## src/rtl/ps2_pkg.sv

```systemverilog
// Shared PS/2 definitions: host-transmit state encoding, default timing
// constants and the frame parity helper used by both transmit and receive paths.
package ps2_pkg;

  typedef enum logic [2:0] {
    IDLE,
    INHIBIT,
    REQ,
    SHIFT,
    ACK,
    WAIT_IDLE
  } state_t;

  localparam int unsigned DEF_INHIBIT_CYCLES = 5000;
  localparam int unsigned DEF_TIMEOUT_CYCLES = 750000;

  // PS/2 frames carry odd parity: the bit makes the total count of ones odd.
  function automatic logic odd_parity(input logic [7:0] b);
    return ~^b;
  endfunction

endpackage

```

## src/rtl/ps2_sync_edge.sv

```systemverilog
// Two-flop synchronizer for the raw PS/2 clock/data lines plus falling-edge
// detect on the synchronized clock. Shared with the receive path.
module ps2_sync_edge (
  input  logic clk,
  input  logic reset,
  input  logic ps2_clk_in,
  input  logic ps2_data_in,
  output logic clk_sync,
  output logic data_sync,
  output logic clk_fall_c
);

  logic [1:0] clk_ff;
  logic [1:0] data_ff;
  logic       clk_prev;

  // Lines idle high, so reset to 1 to avoid a spurious edge after reset.
  always_ff @(posedge clk) begin
    if (reset) begin
      clk_ff   <= 2'b11;
      data_ff  <= 2'b11;
      clk_prev <= 1'b1;
    end else begin
      clk_ff   <= {clk_ff[0], ps2_clk_in};
      data_ff  <= {data_ff[0], ps2_data_in};
      clk_prev <= clk_ff[1];
    end
  end

  assign clk_sync   = clk_ff[1];
  assign data_sync  = data_ff[1];
  assign clk_fall_c = clk_prev & ~clk_ff[1];

endmodule

```

## src/rtl/ps2_host_tx.sv

```systemverilog
// Host-to-device PS/2 transmitter: request-to-send, frame shift on device
// clock falling edges, ACK sampling, timeout abort and completion report.
module ps2_host_tx
  import ps2_pkg::*;
#(
  parameter int unsigned INHIBIT_CYCLES = DEF_INHIBIT_CYCLES,
  parameter int unsigned TIMEOUT_CYCLES = DEF_TIMEOUT_CYCLES
) (
  input  logic       clk,
  input  logic       reset,
  input  logic [7:0] tx_data,
  input  logic       tx_valid,
  output logic       tx_ready,
  input  logic       ps2_clk_in,
  input  logic       ps2_data_in,
  output logic       ps2_clk_oe,
  output logic       ps2_data_oe,
  output logic       done,
  output logic       ack_ok,
  output logic       err_timeout
);

  localparam int unsigned CNT_MAX = (INHIBIT_CYCLES > TIMEOUT_CYCLES) ? INHIBIT_CYCLES
                                                                      : TIMEOUT_CYCLES;
  localparam int unsigned CNT_W   = $clog2(CNT_MAX + 1);
  localparam int unsigned EDGE_W  = 4;
  localparam int unsigned SHIFT_W = 9;

  state_t               state, state_d;
  logic [CNT_W-1:0]     cnt, cnt_d;
  logic [EDGE_W-1:0]    edge_cnt, edge_cnt_d;
  logic [SHIFT_W-1:0]   shreg, shreg_d;
  logic                 clk_oe_d, data_oe_d, done_d, ack_ok_d, err_timeout_d;
  logic                 clk_sync, data_sync, clk_fall_c;
  logic                 accept_c, inhibit_end_c, timeout_c;

  ps2_sync_edge u_sync (
    .clk        (clk),
    .reset      (reset),
    .ps2_clk_in (ps2_clk_in),
    .ps2_data_in(ps2_data_in),
    .clk_sync   (clk_sync),
    .data_sync  (data_sync),
    .clk_fall_c (clk_fall_c)
  );

  assign tx_ready      = (state == IDLE) && !reset;
  assign accept_c      = tx_valid && tx_ready;
  assign inhibit_end_c = (cnt == CNT_W'(INHIBIT_CYCLES - 1));
  assign timeout_c     = (cnt == CNT_W'(TIMEOUT_CYCLES - 1));

  always_ff @(posedge clk) begin
    if (reset) begin
      state       <= IDLE;
      cnt         <= '0;
      edge_cnt    <= '0;
      shreg       <= '1;
      ps2_clk_oe  <= 1'b0;
      ps2_data_oe <= 1'b0;
      done        <= 1'b0;
      ack_ok      <= 1'b0;
      err_timeout <= 1'b0;
    end else begin
      state       <= state_d;
      cnt         <= cnt_d;
      edge_cnt    <= edge_cnt_d;
      shreg       <= shreg_d;
      ps2_clk_oe  <= clk_oe_d;
      ps2_data_oe <= data_oe_d;
      done        <= done_d;
      ack_ok      <= ack_ok_d;
      err_timeout <= err_timeout_d;
    end
  end

  // Next state and next registered outputs.
  always_comb begin
    state_d       = state;
    cnt_d         = cnt + CNT_W'(1);
    edge_cnt_d    = edge_cnt;
    shreg_d       = shreg;
    clk_oe_d      = ps2_clk_oe;
    data_oe_d     = ps2_data_oe;
    done_d        = 1'b0;
    ack_ok_d      = ack_ok;
    err_timeout_d = err_timeout;

    case (state)
      IDLE: begin
        cnt_d     = '0;
        clk_oe_d  = 1'b0;
        data_oe_d = 1'b0;
        if (accept_c) begin
          state_d       = INHIBIT;
          edge_cnt_d    = '0;
          shreg_d       = {odd_parity(tx_data), tx_data};
          clk_oe_d      = 1'b1;
          ack_ok_d      = 1'b0;
          err_timeout_d = 1'b0;
        end
      end
      INHIBIT: begin
        if (inhibit_end_c) begin
          state_d   = REQ;
          cnt_d     = '0;
          data_oe_d = 1'b1;
        end
      end
      REQ: begin
        state_d   = SHIFT;
        cnt_d     = '0;
        clk_oe_d  = 1'b0;
        data_oe_d = 1'b1;
      end
      SHIFT: begin
        // Parity sits above D7; ones shifted in behind it form the stop bit.
        if (clk_fall_c) begin
          cnt_d      = '0;
          data_oe_d  = ~shreg[0];
          shreg_d    = {1'b1, shreg[SHIFT_W-1:1]};
          edge_cnt_d = edge_cnt + EDGE_W'(1);
          if (edge_cnt == EDGE_W'(9)) state_d = ACK;
        end else if (timeout_c) begin
          state_d = IDLE;
        end
      end
      ACK: begin
        if (clk_fall_c) begin
          cnt_d    = '0;
          ack_ok_d = ~data_sync;
          state_d  = WAIT_IDLE;
        end else if (timeout_c) begin
          state_d = IDLE;
        end
      end
      WAIT_IDLE: begin
        if (clk_sync && data_sync) begin
          state_d = IDLE;
          done_d  = 1'b1;
        end else if (clk_fall_c) begin
          cnt_d = '0;
        end else if (timeout_c) begin
          state_d = IDLE;
        end
      end
      default: state_d = IDLE;
    endcase

    // Abort path shared by every bus-watching state.
    if ((state == SHIFT || state == ACK || state == WAIT_IDLE) && state_d == IDLE && !done_d) begin
      clk_oe_d      = 1'b0;
      data_oe_d     = 1'b0;
      done_d        = 1'b1;
      ack_ok_d      = 1'b0;
      err_timeout_d = 1'b1;
    end
  end

endmodule
```

## config.mk

```make
export PLATFORM = sky130hd
export DESIGN_NAME = ps2_host_tx
export DESIGN_NICKNAME = d
export VERILOG_FILES = /design/src/rtl/ps2_pkg.sv /design/src/rtl/ps2_sync_edge.sv /design/src/rtl/ps2_host_tx.sv
export SDC_FILE = /design/constraint.sdc
export NUM_CORES = 1
export LEC_CHECK = 0
export ABC_CLOCK_PERIOD_IN_PS = 2610
export CORE_ASPECT_RATIO = 1.2
export CORE_MARGIN = 3
export CORE_UTILIZATION = 35
export CTS_CLUSTER_DIAMETER = 40
export DETAILED_ROUTE_END_ITERATION = 10
export GPL_ROUTABILITY_DRIVEN = 0
export PLACE_DENSITY = 0.54
export RECOVER_POWER = 100
export SETUP_SLACK_MARGIN = 0.02
export SYNTH_ARGS = -nofsm -noshare
export SYNTH_HDL_FRONTEND = slang
export SYNTH_SLANG_ARGS = --single-unit
```

## constraint.sdc

```tcl
create_clock -name clk -period 2.61 [get_ports clk]
set_clock_uncertainty 0.1 [all_clocks]
set_input_delay 0.261 -clock clk [delete_from_list [all_inputs] [get_ports clk]]
set_output_delay 0.261 -clock clk [all_outputs]
set_load 0.05 [all_outputs]
```

==> results of run 1 <==
[final cells by class]
type / count / area [um^2] / share of cell area (%)
multi-input cells: 194 / 1200 / 47.0
flip-flops and latches: 46 / 921 / 36.1
repair buffers: 22 / 214 / 8.40
well taps: 82 / 103 / 4.03
clock buffers: 7 / 86.3 / 3.39
inverters: 6 / 22.5 / 0.884
clock inverters: 1 / 5.00 / 0.196
[sequential cells by signal (all words and copies together) (netlist names)]
name and flops:
ack_ok 1, u_sync.clk_ff 2, edge_cnt 4, u_sync.clk_prev 1
err_timeout 1, done 1, shreg 9, cnt 20
state 3, u_sync.data_ff 2, ps2_data_oe 1, ps2_clk_oe 1
[worst max-delay path: stages, from the launching register on]
cell and delay (ps):
dfxtp_1 360, ha_1 260, and4b_2 250, nand3_1 130, o21ai_0 260, a21o_1 150
clkbuf_2 360, nor2_1 100
[layout by cell type (no fill, tap or decap), types with 7 or more instances in the layout]
cell,n
xor2_1,13
nor2_1,43
xnor2_1,14
dfxtp_1,46
and3_1,16
o21ai_0,10
clkdlybuf4s50_1,11
nand3_1,7
nand2_1,31
[metal layers]
layer / vias to the layer above / track usage (%) / share of wire (%)
met5: - / 0 / 0
met4: 0 / 5.16 / 1.6
met3: 4 / 4.05 / 3.1
met2: 18 / 23.4 / 48
met1: 831 / 16.4 / 47
li1: 909 / - / -
[power by group]
part / internal [uW] / switching (uW)
Clock: 214 / 236
Sequential: 719 / 14.6
Combinational: 66.3 / 75.9
[metrics by stage]
| stage | setup WS [ps] | instance area, um^2 | hold slack, ps |
|---|---|---|---|
| global route | 312 | 2550 | 329 |
| CTS | 653 | 2570 | 315 |
| global placement | 645 | 2480 | 292 |
| floorplan | 705 | 2230 | 265 |
| finish | 519 | 2550 | 314 |
| detailed placement | 588 | 2480 | 294 |
[path summary, 6_finish.rpt]
| check | start | to | slack (ps) | cells after the start |
|---|---|---|---|---|
| worst max-delay path | cnt[0]$_SDFF_PP0_ | cnt[12]$_SDFF_PP0_ | 520 | 7 |
| worst min-delay path | u_sync.data_ff[0]$_SDFF_PP1_ | u_sync.data_ff[1]$_SDFF_PP1_ | 310 | 1 |
| worst max register to register | cnt[0]$_SDFF_PP0_ | cnt[12]$_SDFF_PP0_ | 520 | 7 |
| worst min register to register | u_sync.data_ff[0]$_SDFF_PP1_ | u_sync.data_ff[1]$_SDFF_PP1_ | 310 | 1 |
[logic make-up (layout without fill, tap and decap cells)]
group / after synthesis / count (layout) / share of synthesized area [%]
and+or+nand+nor: 134 / 134 / 32.2
DFF: 46 / 46 / 41.3
AOI/OAI and AO/OA: 28 / 28 / 8.87
xor gates and xnor gates: 27 / 27 / 10.6
buffers and inverters: 18 / 36 / 4.38
adders and majority gates: 3 / 3 / 1.68
muxes: 2 / 2 / 0.955
==> results.cfg, run 1 <==
[status]
status = finished clean

[sta]
fmax_mhz = 478
tns_ps = 0
maxSlewViolCount = 0
rsz0062_at_grt = false
setup_viol = 0
hold_violations = 0
fin_crit_ps = 2090
fin_crit_sh_pct = 80.1
slew_headroom_pct = 54.4
max_slew.worst_pin.slew_ps = 684

[synth]
ys_async_sr_fraction_pct = 0
ys_seq_elements = 46
netlist_area_mm2 = 0.00223
synthTopCellsByArea = dfxtp_1 (41%), nor2_1 (7.2%), xnor2_1 (5.5%), nand2_1 (5.2%), xor2_1 (5.1%)
synth_top_cell_by_area = dfxtp_1
yosysMostFrequentCell = dfxtp_1
synth_ff_type = dfxtp_1
synth_commonest_cells = dfxtp_1 (46), nor2_1 (43), nand2_1 (31)
synth_cell_types = 50
yosysTopAreaCellShare_pct = 41.3
syn_area_per_cell_um2 = 8.64
syn-num-nets = 274
synth_edf_count = 0
yosys_warnings = 0
syn_inst = 258
seq_area_frac_synth_pct = 41.3

[place]
portBuffers = 18
dp_hpwl_um = 3330
dpl.cell_count = 350

[final_layout]
syn_to_final_growth_pct = 14.3
drive_gt1_share_pct = 10.5
stdcell_count = 358
diodes = 0
fin_util_pct = 41.8
nets = 291
fillers = 664

[clock_network]
cts_tree = done
cts.sinks = 46
postCtsSetupBuffers = 0
cts-resized-gates = 0
numCtsBuffers = 5
htree_num_levels = 2
clk_pin_slew_ps = 90
clockRootBuffer = clkbuf_8
clk_path_buf_depth = 2
clock_latency_ps = 300
postCtsHoldBufs = 0

[power]
power_per_cell_area_mw_per_mm2 = 520
irDropWorstVdd_v = 0.000254
p_leak_uw = 0.000962
total_power_uw = 1330

[global_route]
grt_pass1_wl_um = 8010
grt_util_all_layers_pct = 13.8
grt_max_degree = 21
grt_pass1_vias = 1714
antenna_found_initial = 0
grt_overflow = 0

[critical_path]
cp-end-kind = flip-flop
critPathKind = reg -> reg
worstPathMaxFanout = 20
start_kind = flip-flop
cp.required_ps = 2680
worst_ep_arrival_time_ps = 2160

[worst_hold_path]
hp-class = reg -> reg

[run]
maxCapViolations = 0

[floorplan]
die_w_um = 78.8
initial_core_util_pct = 36.6
ios = 19
die_h_um = 93.4
die-area_mm2 = 0.00736
core-area_mm2 = 0.00609
rows = 31

[detailed_routing]
wl_um = 4690
dr.pass1.iters = 4
vias = 1762
post-route-drc-count = 0
dr.first_iter.drc_count = 107
vias_per_cell = 4.92
ant_nets = 0
wire_per_inst_um = 13.1
Note: power is estimated with default switching activity, not from simulation.
==> inputs of run 2 (changes only) <==
ABC_CLOCK_PERIOD_IN_PS = 1870   (was 2610)
PLACE_DENSITY = 0.56   (was 0.54)
clock period = 1.87 ns   (was 2.61 ns; I/O delays follow)
==> run 2 against run 1 <==
- worst setup slack lost 440 ps
- global-route usage is essentially flat
- highest routed layer unchanged
- critical path depth down 6
- total power up 50%
- largest cell class unchanged
- critical endpoint is now err_timeout
==> results.cfg, run 2 (synthesis results as in run 1) <==
[status]
status = finished clean

[final_layout]
drive_gt1_share_pct = 18.6
diodes = 0
fillers = 632
largest_register_ffs = 20
largest_register = cnt
final_common_cell = dfxtp_1
nets = 311
reg_top3 = cnt (20), shreg (9), edge_cnt (4)
syn_to_final_growth_pct = 24.5
final_cell_mix = dfxtp_1 (44), nor2_1 (43), nand2_1 (31)

[sta]
fin_crit_sh_pct = 95.8
max_slew.worst_pin.slew_ps = 501
slew_headroom_pct = 66.5
fin_hold_ws_ps = 317
hold_violations = 0
setup_viol = 0
rsz0062_at_grt = true
fin_crit_ps = 1790
fin_ws_ps = 78.0
fmax_mhz = 558
maxSlewViolCount = 0

[critical_path]
path_cells = dlygate4sd3_1
reg2reg_from = cnt[1]$_SDFF_PP0_
cpMaxStageDelayCell = dlygate4sd3_1
critPathKind = reg -> out
critPathMaxStageDelay_ps = 870
start_kind = flip-flop
worst_ep_arrival_time_ps = 1510
r2r_end = state[1]$_SDFF_PP0_
cp_top_family = buffers and inverters
cp-end-kind = output pin
r2r_setup_slack_ps = 130
reg2regPathDepth = 7
crit_start = err_timeout$_SDFFE_PP0P_
worst-path-buf-inv = 1
cp.required_ps = 1580
worstPathMaxFanout = 2

[power]
power_per_cell_area_mw_per_mm2 = 715
p_leak_uw = 0.00108
irDropWorstVdd_v = 0.000294

[floorplan]
initial_core_util_pct = 36.6
rows = 31
die-area_mm2 = 0.00736
die_h_um = 93.4
core-area_mm2 = 0.00609
die_w_um = 78.8
ios = 19

[global_route]
antenna_found_initial = 0
grt_pass1_wl_um = 8040
grt_overflow = 0
grt_max_degree = 21
grt_pass1_vias = 1728
grt_util_all_layers_pct = 13.8

[worst_hold_path]
hold_depth = 1
hold_path_end = u_sync.data_ff[1]$_SDFF_PP1_
hp-class = reg -> reg
min_from = u_sync.data_ff[0]$_SDFF_PP1_

[detailed_routing]
dr.pass1.iters = 4
post-route-drc-count = 0
vias_per_cell = 4.70
vias = 1778
dr.first_iter.drc_count = 89
ant_nets = 0
wl_um = 4670
wire_per_inst_um = 12.4

[clock_network]
clk_pin_slew_ps = 80
cts.sinks = 46
postCtsHoldBufs = 0
clockRootBuffer = clkbuf_8
clock_latency_ps = 300
cts_tree = done
clk_path_buf_depth = 2
numCtsBuffers = 5
htree_num_levels = 2

[run]
maxCapViolations = 0

[place]
dp_hpwl_um = 3340
dp_slack_ps = 11.4
portBuffers = 18
run 2: worst max path at each step:
stage                          endpoint  slack (ps)  depth (start not counted)
3_3_place_gp   ps2_data_oe$_SDFFE_PP0P_         -40                          7
5_1_grt             state[1]$_SDFF_PP0_         -10                          7
3_5_place_dp      shreg[1]$_SDFFE_PP1P_          10                          6
6_report                    err_timeout          80                          1
2_1_floorplan  edge_cnt[2]$_SDFFE_PP0P_         -30                          7
4_1_cts              cnt[17]$_SDFF_PP0_          20                          7
run 2: stage by stage:
step           instances  cell area, um^2  total power (uW)  TNS, ps  util, %
6_report             378             2770              1980        0     45.6
4_1_cts              378             2770              2030        0     45.4
3_5_place_dp         370             2650              1280        0     43.5
2_1_floorplan        258             2230              1180    -28.3        -
3_3_place_gp         370             2650              1280    -41.3     43.5
5_1_grt              378             2770              2090    -19.3     45.6
run 2: final cells by class:
type                       count  area, um^2  area share (%)
clock buffer                   7        76.3            2.75
clock inverter                 1        30.0            1.08
inverter                       6        22.5           0.812
multi-input combinational    194        1220            44.1
sequential                    46         923            33.3
tap                           82         103            3.70
timing repair buffer          42         395            14.3
run 2: power breakdown:
| part | switching, uW | internal, uW |
|---|---|---|
| combinational | 116 | 123 |
| clock | 323 | 400 |
| sequential | 15.5 | 1000 |
run 2: timing repair:
item	in CTS	in global routing
buffers inserted	0	0
pin swaps	0	6
gates resized for setup	1	7
setup endpoints to repair	1	27
run 2: layer usage:
layer / share of wire (%) / global-route usage, %
met5: 0 / 0
met1: 46 / 16.6
met3: 2.4 / 3.28
met4: 1.7 / 5.59
met2: 50 / 23.7
==> inputs of run 3 (changes only) <==
CORE_MARGIN = default   (was 3)
==> run 3 against run 2 <==
- via count is 2.3% higher
- global-route usage increased by 1.0 points
- first-iteration DRC count is 3.4% lower
- total power rose by 8.6%
- clock power grew 23%
- hold slack worse by 17 ps
- critical path type is now in -> out
==> results.cfg, run 3 (synthesis results as in run 1) <==
[status]
status = finished clean

[place]
placed_cell_area_mm2 = 0.00263
portBuffers = 18
dpl.cell_count = 367
dp_hpwl_um = 3200

[detailed_routing]
post-route-drc-count = 0
wl_um = 4520
dr.pass1.iters = 4
vias = 1819
vias_per_cell = 4.84
wire_per_inst_um = 12.0
dr.first_iter.drc_count = 86
ant_nets = 0

[sta]
slew_headroom_pct = 66.6
rsz0062_at_grt = false
maxSlewViolCount = 0
setup_viol = 0
fmax_mhz = 556
max_slew.worst_pin.slew_ps = 499
fin_crit_ps = 1800
fin_crit_sh_pct = 96.2
hold_violations = 0

[global_route]
grt_pass1_vias = 1696
grt_util_all_layers_pct = 14.9
grt_max_degree = 21
grtUsageMet1_pct = 17.3
grt_overflow = 0
antenna_found_initial = 0
met3_usage_pct = 3.04
grtUsageMet2_pct = 26.7
grt_pass1_wl_um = 7560
busiest_layer = met2

[final_layout]
nets = 309
final_cell_mix = nor2_1 (43), dfxtp_1 (41), nand2_1 (30)
multi_input_area_mm2 = 0.00128
stdcell_count = 376
largest_register_ffs = 20
fillers = 619
seq_area_um2 = 927
drive_gt1_share_pct = 20.7
design_area_mm2 = 0.00285
syn_to_final_growth_pct = 27.7
final_common_cell = nor2_1
reg_top3 = cnt (20), shreg (9), edge_cnt (4)
largest_register = cnt
diodes = 0

[floorplan]
die_w_um = 74.8
ios = 19
rows = 31
core-area_mm2 = 0.00609
die-area_mm2 = 0.00669
initial_core_util_pct = 36.6
die_h_um = 89.4

[critical_path]
start_kind = primary input
worst_ep_arrival_time_ps = 1510
cp.required_ps = 1580
critPathKind = in -> out
worstPathMaxFanout = 3
cp-end-kind = output pin

[power]
total_power_uw = 2150
p_leak_uw = 0.00109
irDropWorstVdd_v = 0.000338
power_per_cell_area_mw_per_mm2 = 756

[clock_network]
clk_pin_slew_ps = 100
clk_path_buf_depth = 2
numCtsBuffers = 5
cts_tree = done
clockRootBuffer = clkbuf_8
postCtsHoldBufs = 0
clock_latency_ps = 300
cts.sinks = 46
htree_num_levels = 2

[run]
maxCapViolations = 0

[worst_hold_path]
hp-class = reg -> reg
==> run 3: changes by cell type in the layout (fill, tap and decap cells not counted), moves of 2 or more <==
cell	change
nor4_4	+2
buf_4	-3
dfxtp_1	-3
dfxtp_2	+3
==> run 3: repair_timing <==
action	CTS	global route
setup buffers	0	1
gates cloned	0	0
pin swaps	0	4
endpoints found under the setup margin	1	36
resized for setup	1	17
==> run 3: final timing paths <==
kind | from | end | slack, ps | cells after the start
min | u_sync.clk_ff[0]$_SDFF_PP1_ | u_sync.clk_ff[1]$_SDFF_PP1_ | 300 | 1
min reg2reg | u_sync.clk_ff[0]$_SDFF_PP1_ | u_sync.clk_ff[1]$_SDFF_PP1_ | 300 | 1
max reg2reg | cnt[0]$_SDFF_PP0_ | state[2]$_SDFF_PP0_ | 130 | 7
max | reset | tx_ready | 70 | 4
==> run 3: metrics by stage <==
step                      util [%]  hold WS [ps]  setup slack (ps)  TNS (ps)
after floorplan                  -           191             -28.3     -28.3
after global placement        43.2           292              -101      -101
after detailed placement      43.2           293             -30.3     -30.3
after CTS                     45.6           307              3.82         0
after global routing          46.7           324              14.1         0
final                         46.7           300              71.8         0
==> run 3: layer usage <==
| layer | wire length (um) | part of all wire [%] |
|---|---|---|
| met3 | 104 | 2.3 |
| met2 | 2290 | 51 |
| met5 | 0 | 0 |
| met4 | 37 | 0.82 |
| met1 | 2090 | 46 |
==> run 3: critical path: stages <==
cell           delay, ps
dlygate4sd3_1        580
nor4_4               340
clkbuf_1             230
buf_12               160
==> run 3: area by class of cell <==
class	count	area share [%]
inverter	6	0.791
clock inverter	3	2.42
multi-input combinational	194	45.0
sequential	46	32.6
timing repair buffer	40	13.2
tap	82	3.60
clock buffer	5	2.42
==> run 3: where the power goes <==
group          internal, uW  total, uW  leakage, uW  switching [uW]
logic                   126        243     0.000645             117
clock network           536        887    0.0000683             351
registers              1000       1020     0.000376            17.2
